<file path="src/rtl/clk_mon_pkg.sv">
// Shared types and default parameters for the divided-clock monitor.
package clk_mon_pkg;

   typedef enum logic [1:0] {
      IDLE   = 2'd0,
      MEAS   = 2'd1,
      LOCKED = 2'd2
   } mon_state_t;

   localparam int unsigned CNT_W_DEF      = 16;
   localparam int unsigned EXP_PERIOD_DEF = 64;
   localparam int unsigned TOL_DEF        = 1;
   localparam int unsigned LOCK_COUNT_DEF = 4;

endpackage

</file>
<file path="src/rtl/sync_edge.sv">
// Two-flop synchroniser for an asynchronous input plus rise/fall pulse decode.
module sync_edge (
   input  logic clk,
   input  logic rst_n,
   input  logic d,
   output logic level,
   output logic rise,
   output logic fall
);

   logic sync1_q, sync2_q, prev_q;
   logic sync1_d, sync2_d, prev_d;

   // Shift the input through the synchroniser and keep the previous level.
   always_comb begin
      sync1_d = d;
      sync2_d = sync1_q;
      prev_d  = sync2_q;
   end

   // Synchroniser and previous-value flops.
   always_ff @(posedge clk or negedge rst_n) begin
      if (!rst_n) begin
         sync1_q <= 1'b0;
         sync2_q <= 1'b0;
         prev_q  <= 1'b0;
      end else begin
         sync1_q <= sync1_d;
         sync2_q <= sync2_d;
         prev_q  <= prev_d;
      end
   end

   assign level = sync2_q;
   assign rise  = sync2_q & ~prev_q;
   assign fall  = ~sync2_q & prev_q;

endmodule

</file>
<file path="src/rtl/clk_div_monitor.sv">
// Measures period/high time of a slow asynchronous clock and tracks lock to
// the expected division ratio.
module clk_div_monitor
   import clk_mon_pkg::*;
#(
   parameter int unsigned CNT_W      = CNT_W_DEF,
   parameter int unsigned EXP_PERIOD = EXP_PERIOD_DEF,
   parameter int unsigned TOL        = TOL_DEF,
   parameter int unsigned LOCK_COUNT = LOCK_COUNT_DEF
) (
   input  logic             clk,
   input  logic             rst_n,
   input  logic             sig_in,
   output logic [CNT_W-1:0] period,
   output logic [CNT_W-1:0] high_time,
   output logic             period_valid,
   output logic             locked,
   output logic             err_pulse,
   output logic             timeout
);

   localparam int unsigned     MCNT_W   = $clog2(LOCK_COUNT + 1);
   localparam int unsigned     LO_BOUND = (EXP_PERIOD > TOL) ? (EXP_PERIOD - TOL) : 0;
   localparam int unsigned     HI_BOUND = EXP_PERIOD + TOL;
   localparam logic [CNT_W-1:0] CNT_MAX = '1;

   logic level, rise, fall;

   logic [CNT_W-1:0]  pcnt_q, pcnt_d;
   logic [CNT_W-1:0]  hcnt_q, hcnt_d;
   logic [CNT_W-1:0]  high_hold_q, high_hold_d;
   logic [CNT_W-1:0]  period_q, period_d;
   logic [CNT_W-1:0]  high_time_q, high_time_d;
   logic [MCNT_W-1:0] mcnt_q, mcnt_d;
   mon_state_t        state_q, state_d;
   logic              period_valid_q, period_valid_d;
   logic              locked_q, locked_d;
   logic              err_pulse_q, err_pulse_d;
   logic              timeout_q, timeout_d;
   logic              in_tol_c;
   logic              sat_c;

   sync_edge u_sync_edge (
      .clk   (clk),
      .rst_n (rst_n),
      .d     (sig_in),
      .level (level),
      .rise  (rise),
      .fall  (fall)
   );

   // Bounds are widened to 32 bits so a lower bound clamped at 0 cannot underflow.
   assign in_tol_c = (32'(pcnt_q) >= LO_BOUND) && (32'(pcnt_q) <= HI_BOUND);
   assign sat_c    = (pcnt_q == CNT_MAX);

   // Period and high-phase counters; both saturate instead of wrapping.
   always_comb begin
      pcnt_d      = pcnt_q;
      hcnt_d      = hcnt_q;
      high_hold_d = high_hold_q;
      if (rise) begin
         pcnt_d = CNT_W'(1);
      end else if (!sat_c) begin
         pcnt_d = pcnt_q + CNT_W'(1);
      end
      if (rise) begin
         hcnt_d = CNT_W'(1);
      end else if (level && (hcnt_q != CNT_MAX)) begin
         hcnt_d = hcnt_q + CNT_W'(1);
      end
      if (fall) begin
         high_hold_d = hcnt_q;
      end
   end

   // Lock FSM and status outputs; a rise always beats counter saturation.
   always_comb begin
      state_d        = state_q;
      mcnt_d         = mcnt_q;
      period_d       = period_q;
      high_time_d    = high_time_q;
      period_valid_d = 1'b0;
      err_pulse_d    = 1'b0;
      locked_d       = locked_q;
      timeout_d      = timeout_q;
      if (rise) begin
         timeout_d = 1'b0;
         case (state_q)
            IDLE: begin
               state_d  = MEAS;
               mcnt_d   = '0;
               locked_d = 1'b0;
            end
            MEAS, LOCKED: begin
               period_d       = pcnt_q;
               high_time_d    = high_hold_q;
               period_valid_d = 1'b1;
               if (!in_tol_c) begin
                  err_pulse_d = 1'b1;
                  mcnt_d      = '0;
                  state_d     = MEAS;
                  locked_d    = 1'b0;
               end else if (state_q == MEAS) begin
                  if ((mcnt_q + MCNT_W'(1)) == MCNT_W'(LOCK_COUNT)) begin
                     state_d  = LOCKED;
                     locked_d = 1'b1;
                     mcnt_d   = MCNT_W'(LOCK_COUNT);
                  end else begin
                     mcnt_d = mcnt_q + MCNT_W'(1);
                  end
               end
            end
            default: begin
               state_d = IDLE;
            end
         endcase
      end else if (sat_c) begin
         timeout_d = 1'b1;
         locked_d  = 1'b0;
         state_d   = IDLE;
         mcnt_d    = '0;
      end
   end

   // FSM state register.
   always_ff @(posedge clk or negedge rst_n) begin
      if (!rst_n) begin
         state_q <= IDLE;
         mcnt_q  <= '0;
      end else begin
         state_q <= state_d;
         mcnt_q  <= mcnt_d;
      end
   end

   // Counter and output registers.
   always_ff @(posedge clk or negedge rst_n) begin
      if (!rst_n) begin
         pcnt_q         <= '0;
         hcnt_q         <= '0;
         high_hold_q    <= '0;
         period_q       <= '0;
         high_time_q    <= '0;
         period_valid_q <= 1'b0;
         locked_q       <= 1'b0;
         err_pulse_q    <= 1'b0;
         timeout_q      <= 1'b0;
      end else begin
         pcnt_q         <= pcnt_d;
         hcnt_q         <= hcnt_d;
         high_hold_q    <= high_hold_d;
         period_q       <= period_d;
         high_time_q    <= high_time_d;
         period_valid_q <= period_valid_d;
         locked_q       <= locked_d;
         err_pulse_q    <= err_pulse_d;
         timeout_q      <= timeout_d;
      end
   end

   assign period       = period_q;
   assign high_time    = high_time_q;
   assign period_valid = period_valid_q;
   assign locked       = locked_q;
   assign err_pulse    = err_pulse_q;
   assign timeout      = timeout_q;

endmodule

</file>
<file path="config.mk">
export PLATFORM = sky130hd
export DESIGN_NAME = clk_div_monitor
export DESIGN_NICKNAME = d
export VERILOG_FILES = /design/src/rtl/clk_mon_pkg.sv /design/src/rtl/sync_edge.sv /design/src/rtl/clk_div_monitor.sv
export SDC_FILE = /design/constraint.sdc
export NUM_CORES = 1
export LEC_CHECK = 0
export CORE_MARGIN = 4
export CORE_UTILIZATION = 35
export CTS_CLUSTER_SIZE = 24
export DETAILED_ROUTE_END_ITERATION = 12
export DONT_BUFFER_PORTS = 1
export RECOVER_POWER = 100
export SETUP_SLACK_MARGIN = 0.05
export SLEW_MARGIN = 0
export SYNTH_ARGS = -nofsm -noshare
export SYNTH_HDL_FRONTEND = slang
export SYNTH_SLANG_ARGS = --single-unit
export TNS_END_PERCENT = 30
</file>
<file path="constraint.sdc">
create_clock -name clk -period 2.4 [get_ports clk]
set_clock_uncertainty 0.05 [all_clocks]
set_input_delay 0.36 -clock clk [delete_from_list [all_inputs] [get_ports clk]]
set_output_delay 0.36 -clock clk [all_outputs]
set_load 0.005 [all_outputs]
</file>
==> results.ini, run 1 <==
[place]
placedCellCount=499
io_buffers=0
hpwl_microns=5560
place.gp.congestion=0.873

[die]
die_h_microns=118
dieArea_sq_mm=0.0138
die_w_microns=118
ioPinCount=39
start_util_pct=36.3
rows=39
core_sq_mm=0.0116

[global_routing]
grt_pass1_wl_microns=14000
grt_pass1_vias=2802
antenna_found_initial=0
grt_usage_pct=12.5
grt.overflow.total=0
grt_max_degree=93

[timing]
period_share_pct=89.9
min_period_ps=2160
tns_ps=0
worst_pin_slew_ps=689
max_slew_margin_pct=54.0
rsz0062_at_grt=false
max_freq_mhz=464
drv_slew=0
hold_viol=92
holdWs_ps=-333
setup_viol=0

[outcome]
failed_checks=hold timing
run_status=finished, violations left

[pwr]
p_sw_share_pct=24.0
p_sw_uw=833
p_leak_nw=2.13
vdd_ir_drop_max_uv=388
p_total_mw=3.47
power_frac_comb_pct=7.4
power-per-cell-area_mw_per_mm2=748
power_frac_clock_pct=40.4
p_int_mw=2.64
seqPwrFrac_pct=52.2

[final_layout]
area_delta_synth_final_pct=10.5
antennaDiodeCount=0
nets=380
fillers=1103
multi_input_area_sq_mm=0.00176
final_layout_size_suffix_gt1_share_pct=18.8
final_common_cell=dfrtp_1
fin_cells=515
ff_latch_area_sq_mm=0.00230
final_cell_mix=dfrtp_1 (92), mux2_2 (44), nor2_1 (33), nand2_1 (26), o21ai_0 (16)

[detailed_routing]
wl_met3_microns=387
wl_met1_microns=3650
drt_wl_total_microns=8160
wl_per_cell_microns=15.9
drc=0
route.met2.wl_microns=3970
drt_iter0_drc=90
viasPerCell=5.36
highest_layer=met4
vias=2760
ant_nets=0
firstDrtPassIters=4

[synthesis]
synth_nets=375
synth_top_area_share_pct=54.8
syn_area_sq_mm=0.00420
synthArstFlopShare_pct=100
synth_seq_cells=92
synth-seq-area-share_pct=54.8
ys.flop_type=dfrtp_1
syn_avg_cell_area_sq_um=11.6
yosys.area.top_type=dfrtp_1
yosys-top-cells-area=dfrtp_1 (55%), mux2_2 (12%), nor2_1 (2.9%)
yosysUniqueCellTypes=53
ys_warn_count=0
synth_edf_count=0
synth_cells=363

[clocking]
root_buffer=clkbuf_16
clkTransAtPathRegs_ps=60
cts.htree.levels=3
clockBufferDepth=2
cts_tree=built
cts_sinks=92
hold_buffers=1
ctsResizeCount=0
cts_buffers=9
worstSkewPairLatency_ps=340

[worst_setup_path]
startpoint_type=flip-flop
endpoint_kind=flip-flop
critical_path_required_ps=2570
critical_path_arrival_ps=2320
crit_fanout=16
crit_type=reg2reg
reg2regPathDepth=5

[worst_hold_path]
hold_class=in2async

[flow_run]
cap_violations=0

## per-layer routing
metal,GRT usage [%],up-vias
li1,-,1315
met1,15.4,1382
met2,20.6,50
met3,4.18,13
met4,4.69,0
met5,0,-
## Yosys cell counts (5+ instances only)
master	count
a211oi_1	5
a21oi_1	7
a31oi_1	5
buf_2	6
clkbuf_1	6
dfrtp_1	92
ha_1	9
inv_1	10
mux2_2	44
nand2_1	26
nand3_1	9
nand4_1	9
nor2_1	33
nor3_1	7
nor4_1	6
o21ai_0	15
xnor2_1	9
xor2_1	10
## logic make-up (layout without fill, tap and decap cells)
family | count (synthesis) | count (layout) | synth area share, %
AOI/OAI and AO/OA | 56 | 56 | 9.17
buffers and inverters | 27 | 36 | 3.07
xor gates and xnor gates | 19 | 19 | 3.96
muxes | 45 | 45 | 12.0
adders and majority gates | 9 | 9 | 2.68
and+or+nand+nor | 115 | 115 | 14.3
DFF | 92 | 92 | 54.8
## worst max-delay path, cell delays in order (launching register included)
cell,delay [ps]
dfrtp_1,380
inv_1,80
ha_1,360
nand2_1,200
clkbuf_1,560
mux2_2,410
## state kept, by name (all words and copies together), names as in the netlist
name and cells:
err_pulse 1, hcnt_q 16, high_hold_q 16, high_time 16, locked 1, mcnt_q 3, pcnt_q 16, period 16
period_valid 1, state_q 2, timeout 1, u_sync_edge.level 1, u_sync_edge.prev_q 1, u_sync_edge.sync1_q 1
## per-stage QoR
step	setup WS [ps]	hold WS, ps	utilization, %	area, sq um
floorplan	555	14.4	-	4200
global placement	424	16.6	37.8	4370
detailed placement	280	16.6	37.8	4370
CTS	263	-354	40.5	4680
global route	78.5	-362	40.1	4640
finish	244	-333	40.1	4640
## final cells by class
cell class              instances  area share (%)
clock buffers                  10            5.15
clock inverters                 5            1.35
inverters                      10           0.808
multi-input cells             244            38.0
flip-flops and latches         92            49.6
well taps                     143            3.85
repair buffers                 11            1.29
## worst paths after layout
kind,slack (ps),start,end
max in group asynchronous,2500,rst_n,high_time[15]
min reg2reg,310,u_sync_edge.sync1_q,u_sync_edge.level
min,-330,rst_n,period[10]
min in group clk,310,u_sync_edge.sync1_q,u_sync_edge.level
max reg2reg,240,state_q[0],period[2]
max,240,state_q[0],period[2]
## repair_timing
action,4_1_cts,5_1_grt
setup endpoints to repair,0,0
hold endpoints to repair,93,92
setup buffers,0,0
## power groups by stage
stage | logic, mW | clock network, mW | registers (mW)
3_3_place_gp | 0.258 | 0 | 1.84
6_report | 0.257 | 1.40 | 1.81
3_5_place_dp | 0.263 | 0 | 1.85
2_1_floorplan | 0.224 | 0 | 1.79
5_1_grt | 0.295 | 1.52 | 1.84
4_1_cts | 0.266 | 1.46 | 1.82
Power figures use the tool's default switching activity.
==> run 2, diff against run 1 <==
--- a/config.mk
+++ b/config.mk
@@ -7,6 +7,7 @@
 export LEC_CHECK = 0
 export CORE_MARGIN = 4
 export CORE_UTILIZATION = 35
+export CTS_CLUSTER_DIAMETER = 80
 export CTS_CLUSTER_SIZE = 24
 export DETAILED_ROUTE_END_ITERATION = 12
 export DONT_BUFFER_PORTS = 1
==> results of run 2 <==
The final DEF is identical to that of run 1; final timing and power are the same.
==> run 3, diff against run 2 <==
--- a/config.mk
+++ b/config.mk
@@ -6,14 +6,13 @@
 export NUM_CORES = 1
 export LEC_CHECK = 0
 export CORE_MARGIN = 4
-export CORE_UTILIZATION = 35
+export CORE_UTILIZATION = 50
 export CTS_CLUSTER_DIAMETER = 80
 export CTS_CLUSTER_SIZE = 24
 export DETAILED_ROUTE_END_ITERATION = 12
 export DONT_BUFFER_PORTS = 1
 export RECOVER_POWER = 100
 export SETUP_SLACK_MARGIN = 0.05
-export SLEW_MARGIN = 0
 export SYNTH_ARGS = -nofsm -noshare
 export SYNTH_HDL_FRONTEND = slang
 export SYNTH_SLANG_ARGS = --single-unit
==> results.ini, run 3 (synthesis gave the netlist of run 1 again) <==
[global_routing]
grt_pass1_wl_microns=14200
grt_use_met2_pct=29.3
grt_usage_pct=17.8
grt.overflow.total=0
grt_pass1_vias=2863
grt-busiest-layer=met2
met3_usage_pct=3.51
antenna_found_initial=0
use_met1_pct=22.3
grt_max_degree=93

[worst_setup_path]
endpoint=high_time[5]
endpoint_kind=flip-flop
path_cells=inv_1 -> ha_1 -> nand2_1 -> clkbuf_1 -> mux2_2
worstReg2RegStart=state_q[1]
max_stage_delay_ps=570
crit_type=reg2reg
crit_path_start=state_q[1]
reg2regPathDepth=5
critical_path_required_ps=2590
reg2reg_slack_ps=240
startpoint_type=flip-flop
cp_slowest_cell=clkbuf_1
critical_path_arrival_ps=2350
crit_fanout=11
rr_endpoint=high_time[5]

[clocking]
cts.htree.levels=3
clockBufferDepth=2
worstSkewPairLatency_ps=350
hold_buffers=1
root_buffer=clkbuf_8
cts_buffers=9
cts_sinks=92
cts_tree=built
clkTransAtPathRegs_ps=90
cts_setup_buffers=0

[pwr]
p_sw_share_pct=25.1
p_leak_nw=2.10
power_frac_comb_pct=8.1
p_total_mw=3.24
p_sw_uw=814
p_int_mw=2.43
power_frac_clock_pct=36.1
vdd_ir_drop_max_uv=386
seqPwrFrac_pct=55.8
power-per-cell-area_mw_per_mm2=719

[timing]
min_period_ps=2160
holdWs_ps=-364
max_freq_mhz=463
hold_viol=92
rsz0062_at_grt=false
period_share_pct=90.0
max_slew_margin_pct=53.1
setup_viol=0
worst_pin_slew_ps=703
tns_ps=0
drv_slew=0

[flow_run]
cap_violations=0

[final_layout]
multi_input_area_sq_mm=0.00176
final_layout_size_suffix_gt1_share_pct=18.9
final_cell_mix=dfrtp_1 (92), mux2_2 (44), nor2_1 (33), nand2_1 (26), o21ai_0 (16)
final_common_cell=dfrtp_1
nets=378
area_delta_synth_final_pct=7.30
fin_cells=476
fillers=714
utilization_pct=55.1
antennaDiodeCount=0
ff_latch_area_sq_mm=0.00230
finalInstanceArea_sq_mm=0.00451

[detailed_routing]
ant_nets=0
wl_per_cell_microns=17.0
drc=0
viasPerCell=5.79
vias=2757
drt_wl_total_microns=8080
firstDrtPassIters=4
drt_iter0_drc=105

[die]
die_h_microns=99.7
ioPinCount=39
die_w_microns=99.7
dieArea_sq_mm=0.00993
core_sq_mm=0.00818
start_util_pct=51.4
rows=33

[outcome]
failed_checks=hold timing
run_status=finished, violations left

[place]
placed_area_sq_mm=0.00430
io_buffers=0
hpwl_microns=5340
place.gp.congestion=0.850
placedCellCount=459

[worst_hold_path]
hold_class=in2async

run 3: cell types whose count changed in the layout (fill, tap and decap cells not counted), sizes merged:
cell	change
clkinvlp	-2
clkbuf	-1
inv	+2
bufinv	+1
clkinv	-1
run 3: final cells by class:
class	instances	area share [%]
tap	105	2.91
clock inverter	5	1.83
inverter	10	0.833
timing repair buffer	9	1.19
multi-input combinational	244	39.0
clock buffer	11	3.14
sequential	92	51.1
run 3: worst max-delay path, delay by kind of cell (launching register included):
| kind | cells | cell delay, ps |
|---|---|---|
| mux | 1 | 410 |
| fa+ha+maj | 1 | 330 |
| simple gates | 1 | 210 |
| buf+inv | 2 | 630 |
| flops | 1 | 420 |
run 3: per-stage QoR:
step	hold slack [ps]	setup slack, ps
after floorplan	14.4	555
after global placement	17.6	425
after detailed placement	16.6	379
after CTS	-383	336
after global routing	-392	75.3
final	-364	239
run 3: power by group through the flow:
| stage | combinational (mW) | sequential, mW | clock [mW] |
|---|---|---|---|
| after global routing | 0.302 | 1.83 | 1.27 |
| after CTS | 0.268 | 1.81 | 1.21 |
| final | 0.261 | 1.81 | 1.17 |
| after detailed placement | 0.265 | 1.84 | 0 |
| after global placement | 0.257 | 1.84 | 0 |
| after floorplan | 0.224 | 1.79 | 0 |
run 3: what timing repair did:
| action | 4_1_cts | 5_1_grt |
|---|---|---|
| hold endpoints to repair | 93 | 92 |
| gates resized for setup | 0 | 1 |
| setup endpoints to repair | 0 | 1 |
run 3: routing by layer:
layer  routed length [microns]  vias up
met3                       250       16
li1                          -     1305
met5                         0        -
met1                      3690     1378
met4                       209        0
met2                      3930       58
run 3: worst min-delay path by stage:
stage,cells past startpoint,end,slack [ps]
final,0,period[13],-360
after CTS,0,high_time[11],-380
after detailed placement,0,period[5],20
after global routing,0,period[13],-390
after floorplan,0,err_pulse,10
after global placement,0,period[10],20
